==> config.mk <==
export PLATFORM = sky130hd
export DESIGN_NAME = id_ex_stage
export DESIGN_NICKNAME = d
export VERILOG_FILES = /design/src/rtl/id_ex_stage.sv
export SDC_FILE = /design/constraint.sdc
export NUM_CORES = 1
export LEC_CHECK = 0
export CAP_MARGIN = 20
export CORE_ASPECT_RATIO = 0.75
export CORE_MARGIN = 2
export CORE_UTILIZATION = 35
export DETAILED_ROUTE_END_ITERATION = 8
export GPL_ROUTABILITY_DRIVEN = 0
export PLACE_DENSITY = 0.8
export SLEW_MARGIN = 20
export SYNTH_ARGS = -nofsm -noshare
export SYNTH_HDL_FRONTEND = slang
export SYNTH_SLANG_ARGS = --single-unit
==> constraint.sdc <==
create_clock -name clock -period 2.45 [get_ports clock]
set_input_delay 0.49 -clock clock [delete_from_list [all_inputs] [get_ports clock]]
set_output_delay 0.49 -clock clock [all_outputs]
set_load 0.005 [all_outputs]
==> src/rtl/id_ex_stage.sv <==
// ----------------------------------------------------------------------------
// id_ex_stage
//
// ID/EX pipeline register for a classic five-stage MIPS-style pipeline.
// The instruction in IF/ID is decoded each cycle. Its control bits, register
// file operands and immediate are captured into the EX-side register on the
// next rising edge.
//
// A load-use hazard is detected here. It is reported upstream on stall_out,
// and a bubble is inserted into EX. A taken branch/jump in EX (flush) also
// inserts a bubble and takes priority over the hazard. A bubble clears only
// the four qualifying control bits. The data fields hold their previous
// values, so EX never sees glitching operands while it is idle.
//
// Ports
//   clock, reset          : single clock; synchronous active-high reset
//   if_id_instr/pc4/valid : instruction, PC+4 and valid flag from IF/ID
//   flush                 : discard the ID instruction (branch taken in EX)
//   rf_read_address_1/2   : combinational rs/rt fields to the register file
//   rf_data_1/2           : register file read data, captured at rising edge
//   stall_out             : combinational load-use hazard; upstream holds
//   ex_*                  : registered decode results presented to EX
//   stall_count           : saturating count of stall cycles
//   bubble_count          : saturating count of bubbles loaded (any cause)
// ----------------------------------------------------------------------------
module id_ex_stage #(
    parameter int CNT_W = 16
) (
    input  logic             clock,
    input  logic             reset,

    input  logic [31:0]      if_id_instr,
    input  logic [31:0]      if_id_pc4,
    input  logic             if_id_valid,
    input  logic             flush,

    output logic [4:0]       rf_read_address_1,
    output logic [4:0]       rf_read_address_2,
    input  logic [31:0]      rf_data_1,
    input  logic [31:0]      rf_data_2,

    output logic             stall_out,

    output logic             ex_valid,
    output logic             ex_reg_write,
    output logic             ex_mem_read,
    output logic             ex_mem_write,
    output logic [31:0]      ex_pc4,
    output logic [31:0]      ex_rs_data,
    output logic [31:0]      ex_rt_data,
    output logic [31:0]      ex_imm,
    output logic [4:0]       ex_rs,
    output logic [4:0]       ex_rt,
    output logic [4:0]       ex_dest,
    output logic [4:0]       ex_shamt,
    output logic [5:0]       ex_opcode,
    output logic [5:0]       ex_funct,

    output logic [CNT_W-1:0] stall_count,
    output logic [CNT_W-1:0] bubble_count
);

    // ------------------------------------------------------------------------
    // Opcodes recognised by the decoder. Any other value decodes as a NOP.
    // ------------------------------------------------------------------------
    typedef enum logic [5:0] {
        OP_RTYPE = 6'h00,
        OP_J     = 6'h02,
        OP_JAL   = 6'h03,
        OP_BEQ   = 6'h04,
        OP_BNE   = 6'h05,
        OP_ADDI  = 6'h08,
        OP_ADDIU = 6'h09,
        OP_SLTI  = 6'h0A,
        OP_ANDI  = 6'h0C,
        OP_ORI   = 6'h0D,
        OP_LUI   = 6'h0F,
        OP_LW    = 6'h23,
        OP_SW    = 6'h2B
    } opcode_e;

    localparam logic [5:0] FUNCT_JR = 6'h08;
    localparam logic [4:0] REG_RA   = 5'd31;

    localparam logic [CNT_W-1:0] CNT_MAX = '1;
    localparam logic [CNT_W-1:0] CNT_ONE = CNT_W'(1);

    // Everything the EX stage sees, kept together so a bubble can clear the
    // control bits while leaving the data fields alone.
    typedef struct packed {
        logic        valid;
        logic        reg_write;
        logic        mem_read;
        logic        mem_write;
        logic [31:0] pc4;
        logic [31:0] rs_data;
        logic [31:0] rt_data;
        logic [31:0] imm;
        logic [4:0]  rs;
        logic [4:0]  rt;
        logic [4:0]  dest;
        logic [4:0]  shamt;
        logic [5:0]  opcode;
        logic [5:0]  funct;
    } ex_t;

    ex_t              ex_q;
    ex_t              ex_d;
    logic [CNT_W-1:0] stall_count_q;
    logic [CNT_W-1:0] stall_count_d;
    logic [CNT_W-1:0] bubble_count_q;
    logic [CNT_W-1:0] bubble_count_d;

    // ------------------------------------------------------------------------
    // Instruction fields
    // ------------------------------------------------------------------------
    opcode_e     op;
    logic [4:0]  f_rs;
    logic [4:0]  f_rt;
    logic [4:0]  f_rd;
    logic [4:0]  f_shamt;
    logic [5:0]  f_funct;
    logic [15:0] f_imm16;

    assign op      = opcode_e'(if_id_instr[31:26]);
    assign f_rs    = if_id_instr[25:21];
    assign f_rt    = if_id_instr[20:16];
    assign f_rd    = if_id_instr[15:11];
    assign f_shamt = if_id_instr[10:6];
    assign f_funct = if_id_instr[5:0];
    assign f_imm16 = if_id_instr[15:0];

    assign rf_read_address_1 = f_rs;
    assign rf_read_address_2 = f_rt;

    // ------------------------------------------------------------------------
    // Control decode
    // ------------------------------------------------------------------------
    logic       dec_reg_write_raw;
    logic       dec_reg_write;
    logic       dec_mem_read;
    logic       dec_mem_write;
    logic [4:0] dec_dest;

    always_comb begin
        // NOTE: every output of a combinational block gets a default before
        // the case, so no path leaves one unassigned and no latch is inferred.
        dec_reg_write_raw = 1'b0;
        dec_mem_read      = 1'b0;
        dec_mem_write     = 1'b0;
        dec_dest          = f_rt;

        case (op)
            OP_RTYPE: begin
                dec_dest          = f_rd;
                dec_reg_write_raw = (f_funct != FUNCT_JR);
            end
            OP_LW: begin
                dec_reg_write_raw = 1'b1;
                dec_mem_read      = 1'b1;
            end
            OP_SW: begin
                dec_mem_write     = 1'b1;
            end
            OP_ADDI, OP_ADDIU, OP_SLTI, OP_ANDI, OP_ORI, OP_LUI: begin
                dec_reg_write_raw = 1'b1;
            end
            OP_JAL: begin
                dec_dest          = REG_RA;
                dec_reg_write_raw = 1'b1;
            end
            // j, beq and bne write nothing. Unknown opcodes travel as NOPs.
            default: begin
            end
        endcase
    end

    // $0 is hard-wired, so a write to it is suppressed here once rather
    // than in every forwarding and writeback consumer downstream.
    assign dec_reg_write = dec_reg_write_raw & (dec_dest != 5'd0);

    // ------------------------------------------------------------------------
    // Immediate generation
    // ------------------------------------------------------------------------
    logic [31:0] dec_imm;

    always_comb begin
        dec_imm = {{16{f_imm16[15]}}, f_imm16};
        case (op)
            OP_ANDI, OP_ORI: dec_imm = {16'h0000, f_imm16};
            OP_LUI:          dec_imm = {f_imm16, 16'h0000};
            default:         dec_imm = {{16{f_imm16[15]}}, f_imm16};
        endcase
    end

    // ------------------------------------------------------------------------
    // Load-use hazard and bubble insertion
    //
    // A load in EX whose destination is read by the ID instruction cannot be
    // forwarded in time. Hold ID for one cycle and let a bubble into EX.
    // The next cycle, EX holds that bubble (ex_valid=0), so the hazard clears
    // by itself and the held instruction issues with fresh register data.
    // A flush discards the ID instruction, so it masks the hazard entirely.
    // ------------------------------------------------------------------------
    logic load_bubble;

    assign stall_out = ex_q.valid
                     & ex_q.mem_read
                     & (ex_q.dest != 5'd0)
                     & if_id_valid
                     & ~flush
                     & ((ex_q.dest == f_rs) | (ex_q.dest == f_rt));

    assign load_bubble = flush | stall_out | ~if_id_valid;

    always_comb begin
        ex_d = ex_q;
        if (load_bubble) begin
            ex_d.valid     = 1'b0;
            ex_d.reg_write = 1'b0;
            ex_d.mem_read  = 1'b0;
            ex_d.mem_write = 1'b0;
        end else begin
            ex_d.valid     = 1'b1;
            ex_d.reg_write = dec_reg_write;
            ex_d.mem_read  = dec_mem_read;
            ex_d.mem_write = dec_mem_write;
            ex_d.pc4       = if_id_pc4;
            ex_d.rs_data   = rf_data_1;
            ex_d.rt_data   = rf_data_2;
            ex_d.imm       = dec_imm;
            ex_d.rs        = f_rs;
            ex_d.rt        = f_rt;
            ex_d.dest      = dec_dest;
            ex_d.shamt     = f_shamt;
            ex_d.opcode    = if_id_instr[31:26];
            ex_d.funct     = f_funct;
        end
    end

    // ------------------------------------------------------------------------
    // Saturating debug counters
    // ------------------------------------------------------------------------
    always_comb begin
        stall_count_d  = stall_count_q;
        bubble_count_d = bubble_count_q;
        if (stall_out && (stall_count_q != CNT_MAX)) begin
            stall_count_d = stall_count_q + CNT_ONE;
        end
        if (load_bubble && (bubble_count_q != CNT_MAX)) begin
            bubble_count_d = bubble_count_q + CNT_ONE;
        end
    end

    // ------------------------------------------------------------------------
    // State
    // ------------------------------------------------------------------------
    always_ff @(posedge clock) begin
        // NOTE: sequential state uses non-blocking assignments. All registers
        // then update together from values sampled before the edge, whatever
        // order the statements appear in.
        if (reset) begin
            ex_q           <= '0;
            stall_count_q  <= '0;
            bubble_count_q <= '0;
        end else begin
            ex_q           <= ex_d;
            stall_count_q  <= stall_count_d;
            bubble_count_q <= bubble_count_d;
        end
    end

    // ------------------------------------------------------------------------
    // Outputs
    // ------------------------------------------------------------------------
    assign ex_valid     = ex_q.valid;
    assign ex_reg_write = ex_q.reg_write;
    assign ex_mem_read  = ex_q.mem_read;
    assign ex_mem_write = ex_q.mem_write;
    assign ex_pc4       = ex_q.pc4;
    assign ex_rs_data   = ex_q.rs_data;
    assign ex_rt_data   = ex_q.rt_data;
    assign ex_imm       = ex_q.imm;
    assign ex_rs        = ex_q.rs;
    assign ex_rt        = ex_q.rt;
    assign ex_dest      = ex_q.dest;
    assign ex_shamt     = ex_q.shamt;
    assign ex_opcode    = ex_q.opcode;
    assign ex_funct     = ex_q.funct;

    assign stall_count  = stall_count_q;
    assign bubble_count = bubble_count_q;

endmodule

Yosys cells after proc, flatten, opt, wreduce, memory -nomap -nowiden
Index checks and enable logic that the tools add are counted.

word-level totals
  register bits = 196
  input port bits = 132

operators by class
  $add $sub $neg = 2
  equality and inequality tests = 14
  muxes and demuxes = 6
  bitwise gates (word level) = 11
  reduce and logical (&&, ||, !) cells = 8

operator list
  operator                                        number
  case mux 32 bit (2 select lines)                1
  == test 6 x 4 -> 1 bit (second input constant)  6
  adder 16 x 1 -> 16 bit (second input constant)  2
  != test 16 bit (second input constant)          2
  == test 6 bit (second input constant)           2
  == test 5 bit                                   2
  case mux 5 bit (2 select lines)                 1
  nonzero test 5 bit                              2
  OR reduction 8 bit                              1
  AND 1 bit                                       6
  == test 6 x 2 -> 1 bit (second input constant)  1
  zero test 6 bit                                 1
  != test 6 x 4 -> 1 bit (second input constant)  1
  2-to-1 mux 4 bit                                1
  OR reduction 2 bit                              2
  OR 1 bit                                        3
  logical AND 1 bit                               2
  2-to-1 mux 1 bit                                2
  inverter 1 bit                                  2
  case mux 1 bit (2 select lines)                 1

Depth between registers and ports, before layout
  depth after elaboration = 8
  mapped depth = 9
  mapped depth without buffers = 7

Worst setup path after synthesis
OpenSTA, ideal clock, no wires.

  path type = register -> register
  from = register ex_q, in the netlist ex_dest[0]
  to = register ex_q, in the netlist ex_funct[0]
  setup time = 0.132 ns
  arrival time = 1.959 ns
  required time = 2.318 ns
  setup slack = 0.359 ns
  cell stages (with the launch flop) = 9
  cells stage by stage = dfxtp_1 or4_1 o2111a_1 a21o_1 buf_2 buf_2 buf_2 nand2_1 a21oi_1

on the way
  cells in the longest elaborated chain, start to end = 7
  elaborated cells between the ends (all ways) = 10
  those cells by class = 2 x eq/ne; 7 x bitwise; 1 x reduce/logical

ends and longest elaborated chain
  item                      RTL line  source
  start, declared           107       ex_t ex_q;
  start signal, assigned    263       ex_q <= '0;
  start signal, assigned    267       ex_q <= ex_d;
  nonzero test 5 bit        209       & (ex_q.dest != 5'd0)
  AND 1 bit                 209
  AND 1 bit                 210       & if_id_valid
  AND 1 bit                 211       & ~flush
  AND 1 bit *               212       & ((ex_q.dest == f_rs) | (ex_q.dest == f_rt));
  OR 1 bit * (2 in series)  214       assign load_bubble = flush | stall_out | ~if_id_valid;

Every way passes the cells marked *; elsewhere a longest branch is shown, timed or not.
A chain may end at the register's enable or synchronous reset.

Worst setup path after layout
  from = register ex_q, in the netlist ex_dest[3]
  to = register ex_q, in the netlist ex_imm[30]

Same word-level chain as after synthesis.

==> flow_summary.yaml <==
timing:
  finalSetupViolations: 0
  period_share: 0.951
  fin_tns_setup_ps: 0
  worst_slew_margin_rel: 0.381
  maxSlewViolCount: 0
  finalCriticalPeriod_ps: 2330
  rsz0062_at_grt: "no"
  clock_skew_ps: 11.7
  setup_slack_ps: 119
  clock.fmax_mhz: 429
  tightest_slew_ps: 929
  finalHoldViolations: 0
clocking:
  path_clk_slew_ps: 70
  clk_path_buf_depth: 2
  root_buffer: "clkbuf_16"
  cts_sinks: 196
  clk_latency_ps: 420
  ctsHtreeMaxLevel: 4
  cts_buffers: 17
  cts_tree: "yes"
finish:
  drive_gt1_frac: 0.101
  final_nets: 1470
  diodes: 0
  synthToLayoutAreaGrowth_pct: 63.4
  final_cells: 1637
  fillers: 1869
global_route:
  grt_pass1_wl_mm: 40.5
  first_global_vias: 7672
  grtUsageTotal: 0.218
  overflow: 0
  antenna_found_initial: 0
  grt_max_degree: 118
yosys:
  synth-seq-cells: 196
  yosysWarnings: 0
  synth_area_per_cell_um2: 7.96
  synth_top_cell_area_share: 0.512
  synth.most_common_cell: "nand2_1"
  syn_nets: 1097
  synth_area_um2: 7660
  netlist_instances: 963
  synth.area.top_cells: "dfxtp_1 51%, nand2_1 14%, a21oi_1 11%"
  synthTopCellsByCount: "286 x nand2_1, 196 x dfxtp_1, 163 x a21oi_1"
  synthDistinctLibCells: 44
  synth_flop_cell: "dfxtp_1"
  synth_edf_count: 0
  synth_area_leader_cell: "dfxtp_1"
  ys_seq_area_frac: 0.512
  async_flop_share: 0
placed_design:
  pre_cts_slack_ps: -427
  io_buffer_count: 338
  dp_hpwl_mm: 19.4
  dp_cells: 1603
route:
  vias: 8071
  drtIter0Drc: 472
  met2_length_mm: 12.4
  antenna_left: 0
  route.detailed.drc: 0
  via_per_inst: 4.93
  drt-total-wl_mm: 26.1
  drt-met1-wl_mm: 10.4
  top_layer: "met4"
  wl_per_cell_um: 16.0
  drt_pass1_iterations: 5
  met3WireLength_mm: 2.86
die:
  rows: 46
  io_pins: 339
  initial_core_util: 0.360
  fp.dieH_um: 132
  die-area_um2: 23100
  core_um2: 21300
  die_x_um: 175
setup_path:
  cp.required_ps: 2720
  startpoint_type: "flop"
  path_class: "flop to flop"
  r2r_end: "ex_imm[30]"
  ff2ff_path_depth: 8
  arrival_ps: 2600
  crit_path_end_kind: "flop"
  reg2reg_slack_ps: 120
  crit_fanout: 14
  rr_startpoint: "ex_dest[3]"
run:
  maxCapViolCount: 0
power:
  vdd_drop_max_mv: 0.339
  p_per_area_nw_per_um2: 583
  p_leak_nw: 4.54
min_path:
  holdPathEnd: "ex_imm[14]"
  hold_depth: 2
  min-delay-start: "ex_imm[14]"
  hold_path_class: "flop to flop"
run_status:
  status: "complete, no violations"
[repair_timing]
| action | 4_1_cts | 5_1_grt |
|---|---|---|
| cloned | 0 | 1 |
| pin swaps | 3 | 2 |
| buffers inserted | 0 | 1 |
| hold buffers | 0 | 0 |
| setup endpoints to repair | 11 | 4 |
| gates resized for setup | 5 | 7 |
[layout make-up]
class	instances	area, um2	area share
clock buffer	20	447	0.0357
clock inverter	12	135	0.0108
inverter	4	15.0	0.00120
multi-input combinational	689	3400	0.271
sequential	196	3930	0.313
tap	288	360	0.0288
timing repair buffer	428	4240	0.339
[cell families (layout without fill, tap and decap cells)]
family,count (synthesis),count (layout),synth area share
xor+xnor,15,15,0.0171
mux,8,8,0.0108
fa+ha+maj,2,2,0.00326
flops,196,196,0.512
compound gates,220,220,0.158
simple gates,444,444,0.248
buf+inv,78,464,0.0508
[worst max-delay path, stage by stage (launching register included)]
cell      delay (ps)
dfxtp_2          330
or4_4            550
o2111a_1         290
buf_4            170
a21o_4           260
buf_12           160
buf_4            150
a211oi_1         190
nor3_1            70
[power breakdown]
part	total, W	switching (W)	internal (W)	leakage, nW
Combinational	0.00110	0.000460	0.000645	2.66
Sequential	0.00339	0.0000698	0.00332	1.60
Clock	0.00280	0.00132	0.00148	0.283
[sequential cells by signal (all words and copies together) (netlist names), 6 cells and up]
signal,cells
ex_rt_data,32
ex_rs_data,32
ex_opcode,6
ex_funct,6
ex_imm,32
bubble_count,16
ex_pc4,32
stall_count,16
[through the flow]
stage	util	power (W)	instance area [um2]	hold slack [ps]
finish	0.588	0.00729	12500	453
global route	0.588	0.00759	12500	469
CTS	0.585	0.00736	12500	456
detailed placement	0.557	0.00455	11900	445
global placement	0.557	0.00453	11900	437
floorplan	-	0.00382	7660	448
[per-layer routing]
metal	global-route usage	vias to the layer above
met4	0.0616	0
met1	0.257	3709
li1	-	3996
met2	0.361	326
met5	0	-
met3	0.0937	40
[how the worst max path moves through the flow]
stage	startpoint	to	slack, ps	cells after the start
floorplan	ex_dest[0]	ex_funct[0]	360	8
global placement	if_id_instr[21]	bubble_count[1]	-360	9
detailed placement	if_id_instr[21]	bubble_count[1]	-430	9
CTS	ex_dest[0]	stall_out	-50	4
global route	ex_dest[3]	ex_imm[18]	7	8
finish	ex_dest[3]	ex_imm[30]	120	8
[placed cells by master, fill, tap and decap left out, types with 14 or more instances in the layout]
cell type / n
clkdlybuf4s50_1: 336
nand2_1: 286
dfxtp_1: 195
a21oi_1: 162
buf_4: 76
nor2_1: 46
nand3_1: 33
nor3_1: 23
o21ai_0: 22
or3_1: 18
clkbuf_16: 18
a211oi_1: 14
(Power assumes the default switching activity.)
